===== config.mk =====
export PLATFORM = sky130hd
export DESIGN_NAME = q3_vector_sequencer
export DESIGN_NICKNAME = d
export VERILOG_FILES = /design/src/rtl/q3_seq_pkg.sv /design/src/rtl/q3_vector_sequencer_settle_timer.sv /design/src/rtl/q3_vector_sequencer.sv
export SDC_FILE = /design/constraint.sdc
export NUM_CORES = 1
export LEC_CHECK = 0
export CAP_MARGIN = 40
export CORE_ASPECT_RATIO = 1.2
export CORE_MARGIN = 2
export CORE_UTILIZATION = 30
export DETAILED_ROUTE_END_ITERATION = 8
export GPL_ROUTABILITY_DRIVEN = 0
export HOLD_SLACK_MARGIN = 0.02
export SLEW_MARGIN = 10
export SYNTH_ARGS = -nofsm -noshare
export SYNTH_HDL_FRONTEND = slang
export SYNTH_HIERARCHICAL = 1
export SYNTH_SLANG_ARGS = --single-unit

===== constraint.sdc =====
create_clock -name clk -period 3.4 [get_ports clk]
set_clock_uncertainty 0.15 [all_clocks]
set_input_delay 0.51 -clock clk [delete_from_list [all_inputs] [get_ports clk]]
set_output_delay 0.51 -clock clk [all_outputs]
set_load 0.03 [all_outputs]

===== src/rtl/q3_seq_pkg.sv =====
// ---------------------------------------------------------------------------
// q3_seq_pkg
// Shared types and constants for the q3 exhaustive test-vector sequencer.
// The sequencer walks every input combination of the 4-input NAND/NOT
// network and checks its output w against a stored truth table.
//
// Contents:
//   state_t   - sequencer FSM states
//   VEC_W     - width of one input vector {a,b,c,d}
//   NUM_VEC   - number of vectors in an exhaustive run
//   ERR_W     - width of the error counter (must hold NUM_VEC itself)
//   Q3_EXPECT - reference truth table, bit i = expected w for vector i
// ---------------------------------------------------------------------------
package q3_seq_pkg;

    typedef enum logic [1:0] {
        IDLE   = 2'd0,
        SETTLE = 2'd1,
        SAMPLE = 2'd2,
        DONE   = 2'd3
    } state_t;

    localparam int VEC_W   = 4;
    localparam int NUM_VEC = 16;

    // The counter must reach NUM_VEC (every vector failing), hence the +1.
    localparam int ERR_W   = $clog2(NUM_VEC + 1);

    localparam logic [NUM_VEC-1:0] Q3_EXPECT = 16'h1BBB;

endpackage : q3_seq_pkg


===== src/rtl/q3_vector_sequencer_settle_timer.sv =====
// ---------------------------------------------------------------------------
// settle_timer
// Loadable down-counter that measures how long a test vector has been held.
// It stops at zero rather than wrapping, so the zero flag stays asserted
// until the next load.
//
// Ports:
//   clk       in  1  rising-edge clock
//   rst_n     in  1  asynchronous active-low reset (count -> 0)
//   load      in  1  load count with load_val (has priority over en)
//   load_val  in  W  value to load
//   en        in  1  decrement enable
//   zero      out 1  count is zero
// ---------------------------------------------------------------------------
module settle_timer #(
    parameter int W = 3
) (
    input  logic         clk,
    input  logic         rst_n,
    input  logic         load,
    input  logic [W-1:0] load_val,
    input  logic         en,
    output logic         zero
);

    logic [W-1:0] count;

    // Load wins over decrement; the counter saturates at zero.
    always_ff @(posedge clk or negedge rst_n) begin
        if (!rst_n) begin
            count <= '0;
        end else if (load) begin
            count <= load_val;
        end else if (en && (count != '0)) begin
            count <= count - 1'b1;
        end
    end

    assign zero = (count == '0);

endmodule : settle_timer


===== src/rtl/q3_vector_sequencer.sv =====
// ---------------------------------------------------------------------------
// q3_vector_sequencer
// Exhaustive test-vector controller for the 4-input NAND/NOT network.
// On start it applies all 16 input combinations in ascending order, holds
// each for SETTLE_CYC cycles so the switch-level delays resolve, samples w
// for one cycle and compares it with EXPECT. It reports the error count,
// the first failing vector and an overall pass flag.
//
// Parameters:
//   SETTLE_CYC  cycles each vector is held before sampling (>= 1)
//   EXPECT      expected w per vector, bit i for vector i = {a,b,c,d}
//
// Ports:
//   clk              in  1  rising-edge clock
//   rst_n            in  1  asynchronous active-low reset
//   start            in  1  begin a run (honoured only in IDLE)
//   abort            in  1  cancel a run in progress
//   dut_in           out 4  {a,b,c,d} driven to the circuit
//   dut_w            in  1  circuit output w
//   vec_idx          out 4  index of the vector currently applied
//   busy             out 1  high while settling or sampling
//   done             out 1  one-cycle pulse at the end of a completed run
//   pass             out 1  last completed run had no mismatches
//   err_cnt          out 5  mismatches in the current or last run
//   first_err_valid  out 1  at least one mismatch seen this run
//   first_err_idx    out 4  index of the first mismatching vector
// ---------------------------------------------------------------------------
module q3_vector_sequencer
    import q3_seq_pkg::*;
#(
    parameter int                 SETTLE_CYC = 4,
    parameter logic [NUM_VEC-1:0] EXPECT     = Q3_EXPECT
) (
    input  logic             clk,
    input  logic             rst_n,
    input  logic             start,
    input  logic             abort,
    output logic [VEC_W-1:0] dut_in,
    input  logic             dut_w,
    output logic [VEC_W-1:0] vec_idx,
    output logic             busy,
    output logic             done,
    output logic             pass,
    output logic [ERR_W-1:0] err_cnt,
    output logic             first_err_valid,
    output logic [VEC_W-1:0] first_err_idx
);

    // A zero-length settle window would sample before the vector is applied.
    generate
        if (SETTLE_CYC < 1) begin : g_bad_settle
            $error("q3_vector_sequencer: SETTLE_CYC must be at least 1");
        end
    endgenerate

    // Guarded so an illegal SETTLE_CYC still yields a legal width while the
    // elaboration error above is reported.
    localparam int TW = (SETTLE_CYC < 1) ? 1 : $clog2(SETTLE_CYC + 1);
    localparam logic [TW-1:0] RELOAD = TW'(SETTLE_CYC - 1);
    localparam logic [VEC_W-1:0] LAST_VEC = VEC_W'(NUM_VEC - 1);

    state_t           state;
    state_t           state_next;
    logic             timer_load;
    logic             timer_en;
    logic             timer_zero;
    logic             mismatch;
    logic [ERR_W-1:0] err_after;

    // -----------------------------------------------------------------------
    // Settle timer
    // -----------------------------------------------------------------------
    settle_timer #(
        .W(TW)
    ) u_settle_timer (
        .clk      (clk),
        .rst_n    (rst_n),
        .load     (timer_load),
        .load_val (RELOAD),
        .en       (timer_en),
        .zero     (timer_zero)
    );

    // -----------------------------------------------------------------------
    // Compare
    // -----------------------------------------------------------------------
    // The case-equality makes X/Z on dut_w count as a mismatch in simulation;
    // synthesis treats it as an ordinary equality.
    assign mismatch  = (dut_w === EXPECT[vec_idx]) ? 1'b0 : 1'b1;
    assign err_after = err_cnt + {{(ERR_W-1){1'b0}}, mismatch};

    // dut_in is the vector register itself, so it is flop-driven.
    assign dut_in = vec_idx;

    // -----------------------------------------------------------------------
    // FSM state register
    // -----------------------------------------------------------------------
    always_ff @(posedge clk or negedge rst_n) begin
        if (!rst_n) begin
            state <= IDLE;
        end else begin
            state <= state_next;
        end
    end

    // -----------------------------------------------------------------------
    // FSM next state and timer control
    // -----------------------------------------------------------------------
    // Abort is only honoured in SETTLE and SAMPLE; start only in IDLE, so a
    // simultaneous start+abort in IDLE naturally lets start win.
    always_comb begin
        state_next = state;
        timer_load = 1'b0;
        timer_en   = 1'b0;
        case (state)
            IDLE: begin
                if (start) begin
                    state_next = SETTLE;
                    timer_load = 1'b1;
                end
            end
            SETTLE: begin
                if (abort) begin
                    state_next = IDLE;
                end else if (timer_zero) begin
                    state_next = SAMPLE;
                end else begin
                    timer_en = 1'b1;
                end
            end
            SAMPLE: begin
                if (abort) begin
                    state_next = IDLE;
                end else if (vec_idx == LAST_VEC) begin
                    state_next = DONE;
                end else begin
                    state_next = SETTLE;
                    timer_load = 1'b1;
                end
            end
            DONE: begin
                state_next = IDLE;
            end
            default: begin
                state_next = IDLE;
            end
        endcase
    end

    // -----------------------------------------------------------------------
    // Status outputs, registered from the next state so they line up with it
    // -----------------------------------------------------------------------
    always_ff @(posedge clk or negedge rst_n) begin
        if (!rst_n) begin
            busy <= 1'b0;
            done <= 1'b0;
        end else begin
            busy <= (state_next == SETTLE) || (state_next == SAMPLE);
            done <= (state_next == DONE);
        end
    end

    // -----------------------------------------------------------------------
    // Vector index and error bookkeeping
    // -----------------------------------------------------------------------
    // An abort that lands on a SAMPLE cycle discards that sample: the run is
    // being cancelled, so the partial results stop at the previous vector.
    always_ff @(posedge clk or negedge rst_n) begin
        if (!rst_n) begin
            vec_idx         <= '0;
            pass            <= 1'b0;
            err_cnt         <= '0;
            first_err_valid <= 1'b0;
            first_err_idx   <= '0;
        end else begin
            case (state)
                IDLE: begin
                    if (start) begin
                        vec_idx         <= '0;
                        pass            <= 1'b0;
                        err_cnt         <= '0;
                        first_err_valid <= 1'b0;
                        first_err_idx   <= '0;
                    end
                end
                SETTLE: begin
                    if (abort) begin
                        vec_idx <= '0;
                        pass    <= 1'b0;
                    end
                end
                SAMPLE: begin
                    if (abort) begin
                        vec_idx <= '0;
                        pass    <= 1'b0;
                    end else begin
                        err_cnt <= err_after;
                        if (mismatch && !first_err_valid) begin
                            first_err_valid <= 1'b1;
                            first_err_idx   <= vec_idx;
                        end
                        if (vec_idx == LAST_VEC) begin
                            pass <= (err_after == '0);
                        end else begin
                            vec_idx <= vec_idx + 1'b1;
                        end
                    end
                end
                default: begin
                end
            endcase
        end
    end

endmodule : q3_vector_sequencer


==> flow_summary.ini, run 1 <==
[global_routing]
grt_util_met1_pct = 15.4
antenna_found_initial = 0
grt_pass1_vias = 990
grt.busiest_layer = met2
use_met2_pct = 18.9
grt_overflow = 0
grt_max_degree = 15
grt_pass1_wl_um = 4420
grt_usage_pct = 11.9
grt_use_met3_pct = 2.57

[cts]
cts-root-buf = clkbuf_8
cts.repair.resized = 0
clk_pin_slew_ns = 0.09
cts_setup_buffers = 0
postCtsHoldBufs = 0
htree_levels = 1
numCtsBuffers = 3
clock_latency_ns = 0.26
cts_tree = built
clkSinkCount = 22
clock_path_buffers = 2

[floorplanning]
core_sq_um = 3940
num_rows = 25
dieArea_sq_um = 4630
die_w_um = 62.4
start_util_pct = 31.2
dieHeight_um = 74.1
ios = 26

[worst_setup_path]
cp_common_cell = ha_1
reg2reg_from = dut_in[0]$_DFFE_PN0P_
worstPathArrival_ns = 2.63
end_kind = flop
start_kind = flop
slowest_stage = dfrtp_1
cp_max_fo = 8
rr_endpoint = pass$_DFFE_PN0P_
worst-setup-path-type = flop to flop
reg2reg_depth = 9
worstPathRequired_ns = 3.45
cpPeakStageDelay_ns = 0.48
r2r_setup_slack_ns = 0.82
path_cells = inv_1, ha_1, nor2_1, a211oi_1, nor2_1, ha_1, ha_1, or3_1, o2bb2ai_1

[timing]
setup_viol = 0
hold_violations = 0
period_share_pct = 76.0
fmax_mhz = 387
fin_crit_ns = 2.58
final_max_slew_viol_count = 0
fin_tns_setup_ns = 0
rsz0062_at_grt = no

[logic_synthesis]
synth_area_per_cell_sq_um = 10.1
synth_cell_types = 36
synth-main-ff-cell = dfrtp_1
synth_area_sq_um = 1230
synth.largest_area_cell = dfrtp_1
synth_edf_count = 0
synth_common_cells = dfrtp_1 (22), nand2_1 (13), a21oi_1 (7), ha_1 (7), inv_1 (7)
async_reset_ff_share_pct = 100
yosysSeqAreaShare_pct = 44.8
synth_most_common_cell = dfrtp_1
synthTopCellsByArea = dfrtp_1 (45%), ha_1 (7.1%), mux2i_1 (4.1%)
synth_warnings = 6
ys_ff_latch = 22
synthCells = 122
synth_top_area_share_pct = 44.8

[cells_and_area]
drive_gt1_share_pct = 7.48
nNetsFinal = 160
final_cells = 201
n_fill_cell = 411
regArea_sq_um = 551
areaGrowthSynthToFinish_pct = 29.6
utilization_pct = 40.4
antennaDiodeCount = 0
multi_input_area_sq_um = 604

[placed_design]
dp_hpwl_um = 1880
port_buffers = 25
dp_cells = 197

[min_path]
holdPathEnd = pass$_DFFE_PN0P_
hold_start = pass$_DFFE_PN0P_
hold_class = flop to flop
min_path_cells = 1

[detailed_routing]
ant_nets = 0
vias = 968
drc = 0
first_pass_iters = 4
wl_per_cell_um = 12.4
drt-total-wl_um = 2490
avgViaCountPerCell = 4.82
first_iter_violations = 42

[power_and_ir_drop]
pwr-share-seq_pct = 38.6
ir_drop_v = 0.000227
intPower_uw = 593
power.density_nw_per_um2 = 555
p_sw_uw = 290
p_leak_uw = 0.000668
clkPwrFrac_pct = 27.3
combPwrFrac_pct = 34.1
switching_share_pct = 32.8

[run]
max_cap_viol_count = 0

[status]
status = finished clean
==> power by group through the flow <==
stage / Combinational [uW] / Sequential [uW] / Clock, uW
after detailed placement: 305 / 345 / 0
after global routing: 340 / 347 / 261
after CTS: 305 / 340 / 249
after global placement: 298 / 343 / 0
after floorplan: 201 / 367 / 0
final: 302 / 341 / 241
==> area by class of cell <==
type	instances	area share [%]
Tap cell	54	4.24
Clock inverter	1	1.89
Inverter	7	1.65
Timing Repair Buffer	27	17.1
Clock buffer	3	2.59
Multi-Input combinational cell	87	37.9
Sequential cell	22	34.6
==> how the worst max path moves through the flow <==
| stage | startpoint | to | slack [ns] | cells past startpoint |
|---|---|---|---|---|
| detailed placement | dut_w | pass$_DFFE_PN0P_ | 0.71 | 7 |
| global route | dut_in[0]$_DFFE_PN0P_ | pass$_DFFE_PN0P_ | 0.61 | 9 |
| CTS | dut_in[0]$_DFFE_PN0P_ | pass$_DFFE_PN0P_ | 0.80 | 9 |
| finish | dut_in[0]$_DFFE_PN0P_ | pass$_DFFE_PN0P_ | 0.82 | 9 |
| floorplan | dut_in[0]$_DFFE_PN0P_ | pass$_DFFE_PN0P_ | 0.86 | 9 |
| global placement | dut_w | pass$_DFFE_PN0P_ | 0.75 | 7 |
==> flip-flops by register name, summed over array words and instances, names as in the netlist <==
signal / flops
busy: 1
pass: 1
u_settle_timer/count: 3
first_err_valid: 1
state: 2
first_err_idx: 4
dut_in: 4
done: 1
err_cnt: 5
==> per-layer routing <==
| metal | wire length, um | share of wire, % |
|---|---|---|
| met1 | 1190 | 48 |
| met2 | 1120 | 45 |
| met3 | 109 | 4.4 |
| met4 | 63 | 2.5 |
| met5 | 0 | 0 |
==> critical path: cells and delay by family, from the launching register on <==
| kind | cells | cell delay [ns] |
|---|---|---|
| flops | 1 | 0.48 |
| fa+ha+maj | 3 | 0.71 |
| buf+inv | 1 | 0.12 |
| simple gates | 3 | 0.51 |
| compound gates | 2 | 0.56 |
==> logic make-up (layout without fill, tap and decap cells) <==
group / after synthesis / after routing / synth area share [%]
simple gates: 45 / 45 / 21.5
compound gates: 26 / 26 / 14.9
flops: 22 / 22 / 44.8
buf+inv: 14 / 38 / 6.31
fa+ha+maj: 7 / 7 / 7.13
mux: 5 / 5 / 4.07
other cells: 2 / 3 / 0.611
xor+xnor: 1 / 1 / 0.713
==> placed cells by master, fill, tap and decap left out, types with 2 or more instances in the layout <==
cell             netlist  final
nand2b_1               4      4
a21oi_1                7      7
nor2b_1                4      4
mux2i_1                5      5
a31oi_1                2      2
nor3b_1                2      2
nor4b_1                3      3
dfrtp_1               22     22
nor2_1                 5      5
a22o_1                 3      3
inv_1                  7      7
nand4_1                2      2
o21ai_0                4      4
nand2_1               13     13
o2bb2ai_1              2      2
ha_1                   7      7
a221o_1                3      3
conb_1                 2      3
clkdlybuf4s50_1        0     25
clkbuf_8               0      3
nand3_1                5      5
==> metrics by stage <==
stage	instance area, sq um	worst slack (ns)	power [uW]	hold WS, ns
2_1_floorplan	1230	0.859	567	0.0644
3_3_place_gp	1510	0.750	641	0.333
3_5_place_dp	1520	0.713	650	0.331
4_1_cts	1590	0.798	895	0.357
5_1_grt	1590	0.614	949	0.373
6_report	1590	0.816	884	0.351
Note: power is estimated with default switching activity, not from simulation.
==> inputs of run 2 (changes only) <==
clock period = 2.4 ns   (was 3.4 ns; I/O delays follow)
==> run 2 against run 1 <==
Effect of this change:
- design area increased by 2.0%
- critical path depth fell by 2
- sequential share of layout area decreased by 0.54 points
- fmax is 13% higher
- clock power shrank 6%
- first-iteration DRC count decreased by 64%
- via count increased by 4.2%
- global-route usage is 1.3 points higher
- largest cell class unchanged
==> flow_summary.ini, run 2 (synthesized netlist as in run 1, its figures left out) <==
[timing]
setup_viol = 0
hold-worst-slack_ns = 0.304
final_max_slew_viol_count = 0
fmax_mhz = 439
final.setup.worst_slack_ns = 0.120
rsz0062_at_grt = no
period_share_pct = 95.0
hold_violations = 0
fin_tns_setup_ns = 0
fin_crit_ns = 2.28

[worst_setup_path]
r2r_setup_slack_ns = 0.12
path_cells = mux2i_1, o211a_1, nor2_1, ha_1, ha_1, or3_1, o2bb2ai_1
crit_buf_inv = 0
reg2reg_depth = 7
worstPathRequired_ns = 2.44
reg2reg_from = dut_in[1]$_DFFE_PN0P_
cpPeakStageDelay_ns = 0.47
worst-setup-path-type = flop to flop
rr_endpoint = pass$_DFFE_PN0P_
path_delay_family = adder cells
cp_max_fo = 8
start_kind = flop
slowest_stage = dfrtp_2
end_kind = flop
cp_common_cell = ha_1
worstPathArrival_ns = 2.32

[cts]
htree_levels = 1
postCtsHoldBufs = 0
clock_latency_ns = 0.26
cts_tree = built
cts-root-buf = clkbuf_8
clk_pin_slew_ns = 0.08
numCtsBuffers = 3
clock_path_buffers = 2
clkSinkCount = 22

[cells_and_area]
nNetsFinal = 168
antennaDiodeCount = 0
largest_reg_flops = 5
drive_gt1_share_pct = 14.9
final_common_cell = clkdlybuf4s50_1
top_register = err_cnt
multi_input_area_sq_um = 612
n_fill_cell = 417
design_area_sq_um = 1630
final_cell_mix = clkdlybuf4s50_1 (25), dfrtp_1 (20), nand2_1 (13)
regArea_sq_um = 553
final_cells = 208
areaGrowthSynthToFinish_pct = 32.3

[status]
status = finished clean

[global_routing]
grt_usage_pct = 13.2
grt_overflow = 0
grt_pass1_wl_um = 4880
grt.busiest_layer = met2
grt_max_degree = 23
grt_pass1_vias = 1059
antenna_found_initial = 0
use_met2_pct = 24.3
grt_util_met1_pct = 16.1
grt_use_met3_pct = 2.12

[detailed_routing]
wl_per_cell_um = 13.7
first_iter_violations = 15
ant_nets = 0
avgViaCountPerCell = 4.85
drc = 0
drt-total-wl_um = 2860
first_pass_iters = 4
vias = 1009

[run]
max_cap_viol_count = 0

[floorplanning]
die_w_um = 62.4
dieHeight_um = 74.1
ios = 26
start_util_pct = 31.2
core_sq_um = 3940
num_rows = 25
dieArea_sq_um = 4630

[placed_design]
dp_slack_ns = -0.0243
dp_cells = 204
port_buffers = 25
placed_area_sq_um = 1570
dp_hpwl_um = 2130

[power_and_ir_drop]
power.density_nw_per_um2 = 727
ir_drop_v = 0.000284
p_leak_uw = 0.000689

[min_path]
hold_class = input port to async pin
[run 2: cell types whose count changed in the layout (fill, tap and decap cells not counted), sizes merged]
cell    delta
buf        +8
bufinv     -1
[run 2: final cells by class]
class | count | area share, %
Sequential cell | 22 | 34.0
Multi-Input combinational cell | 87 | 37.6
Timing Repair Buffer | 35 | 20.0
Inverter | 7 | 1.62
Clock buffer | 3 | 2.54
Tap cell | 54 | 4.16
[run 2: metal layers]
layer | part of all wire (%) | vias to the layer above | wire [um]
met3 | 3.6 | 4 | 103
met1 | 45 | 490 | 1280
li1 | - | 494 | -
met2 | 50 | 21 | 1440
met5 | 0 | - | 0
met4 | 1.2 | 0 | 35
[run 2: through the flow]
stage	util, %	power, uW
after floorplan	-	805
after global placement	39.9	941
after detailed placement	39.9	965
after CTS	41.0	1200
after global routing	41.2	1270
final	41.2	1180
[run 2: power by group]
| part | total, uW | leakage [uW] | internal (uW) | switching, uW |
|---|---|---|---|---|
| sequential | 479 | 0.000295 | 429 | 49.2 |
| combinational | 477 | 0.000373 | 217 | 260 |
| clock | 226 | 0.0000216 | 112 | 114 |
| total | 1180 | 0.000689 | 759 | 423 |
[run 2: worst register-to-register path, delay by kind of cell, from the launching register on]
family          cells  cell delay [ns]
mux                 1             0.25
simple gates        2             0.45
fa+ha+maj           2             0.50
compound gates      2             0.40
flops               1             0.47
[run 2: how the worst max path moves through the flow]
stage / start / end / slack [ns] / depth (start not counted)
after floorplan: dut_in[3]$_DFFE_PN0P_ / pass$_DFFE_PN0P_ / 0.04 / 8
after global placement: dut_w / pass$_DFFE_PN0P_ / 0.07 / 7
after detailed placement: dut_w / pass$_DFFE_PN0P_ / -0.02 / 7
after CTS: dut_in[0]$_DFFE_PN0P_ / pass$_DFFE_PN0P_ / 0.04 / 9
after global routing: dut_in[0]$_DFFE_PN0P_ / pass$_DFFE_PN0P_ / 0.006 / 9
final: dut_in[1]$_DFFE_PN0P_ / pass$_DFFE_PN0P_ / 0.12 / 7
[run 2: what timing repair did]
item | in CTS | in global routing
gates resized for setup | 0 | 2
pin swaps | 1 | 1
setup endpoints to repair | 1 | 1
buffers inserted | 0 | 1
==> inputs of run 3 (changes only) <==
SLEW_MARGIN = 20   (was 10)
==> results of run 3 <==
The final DEF is identical to that of run 2; final timing and power are the same.
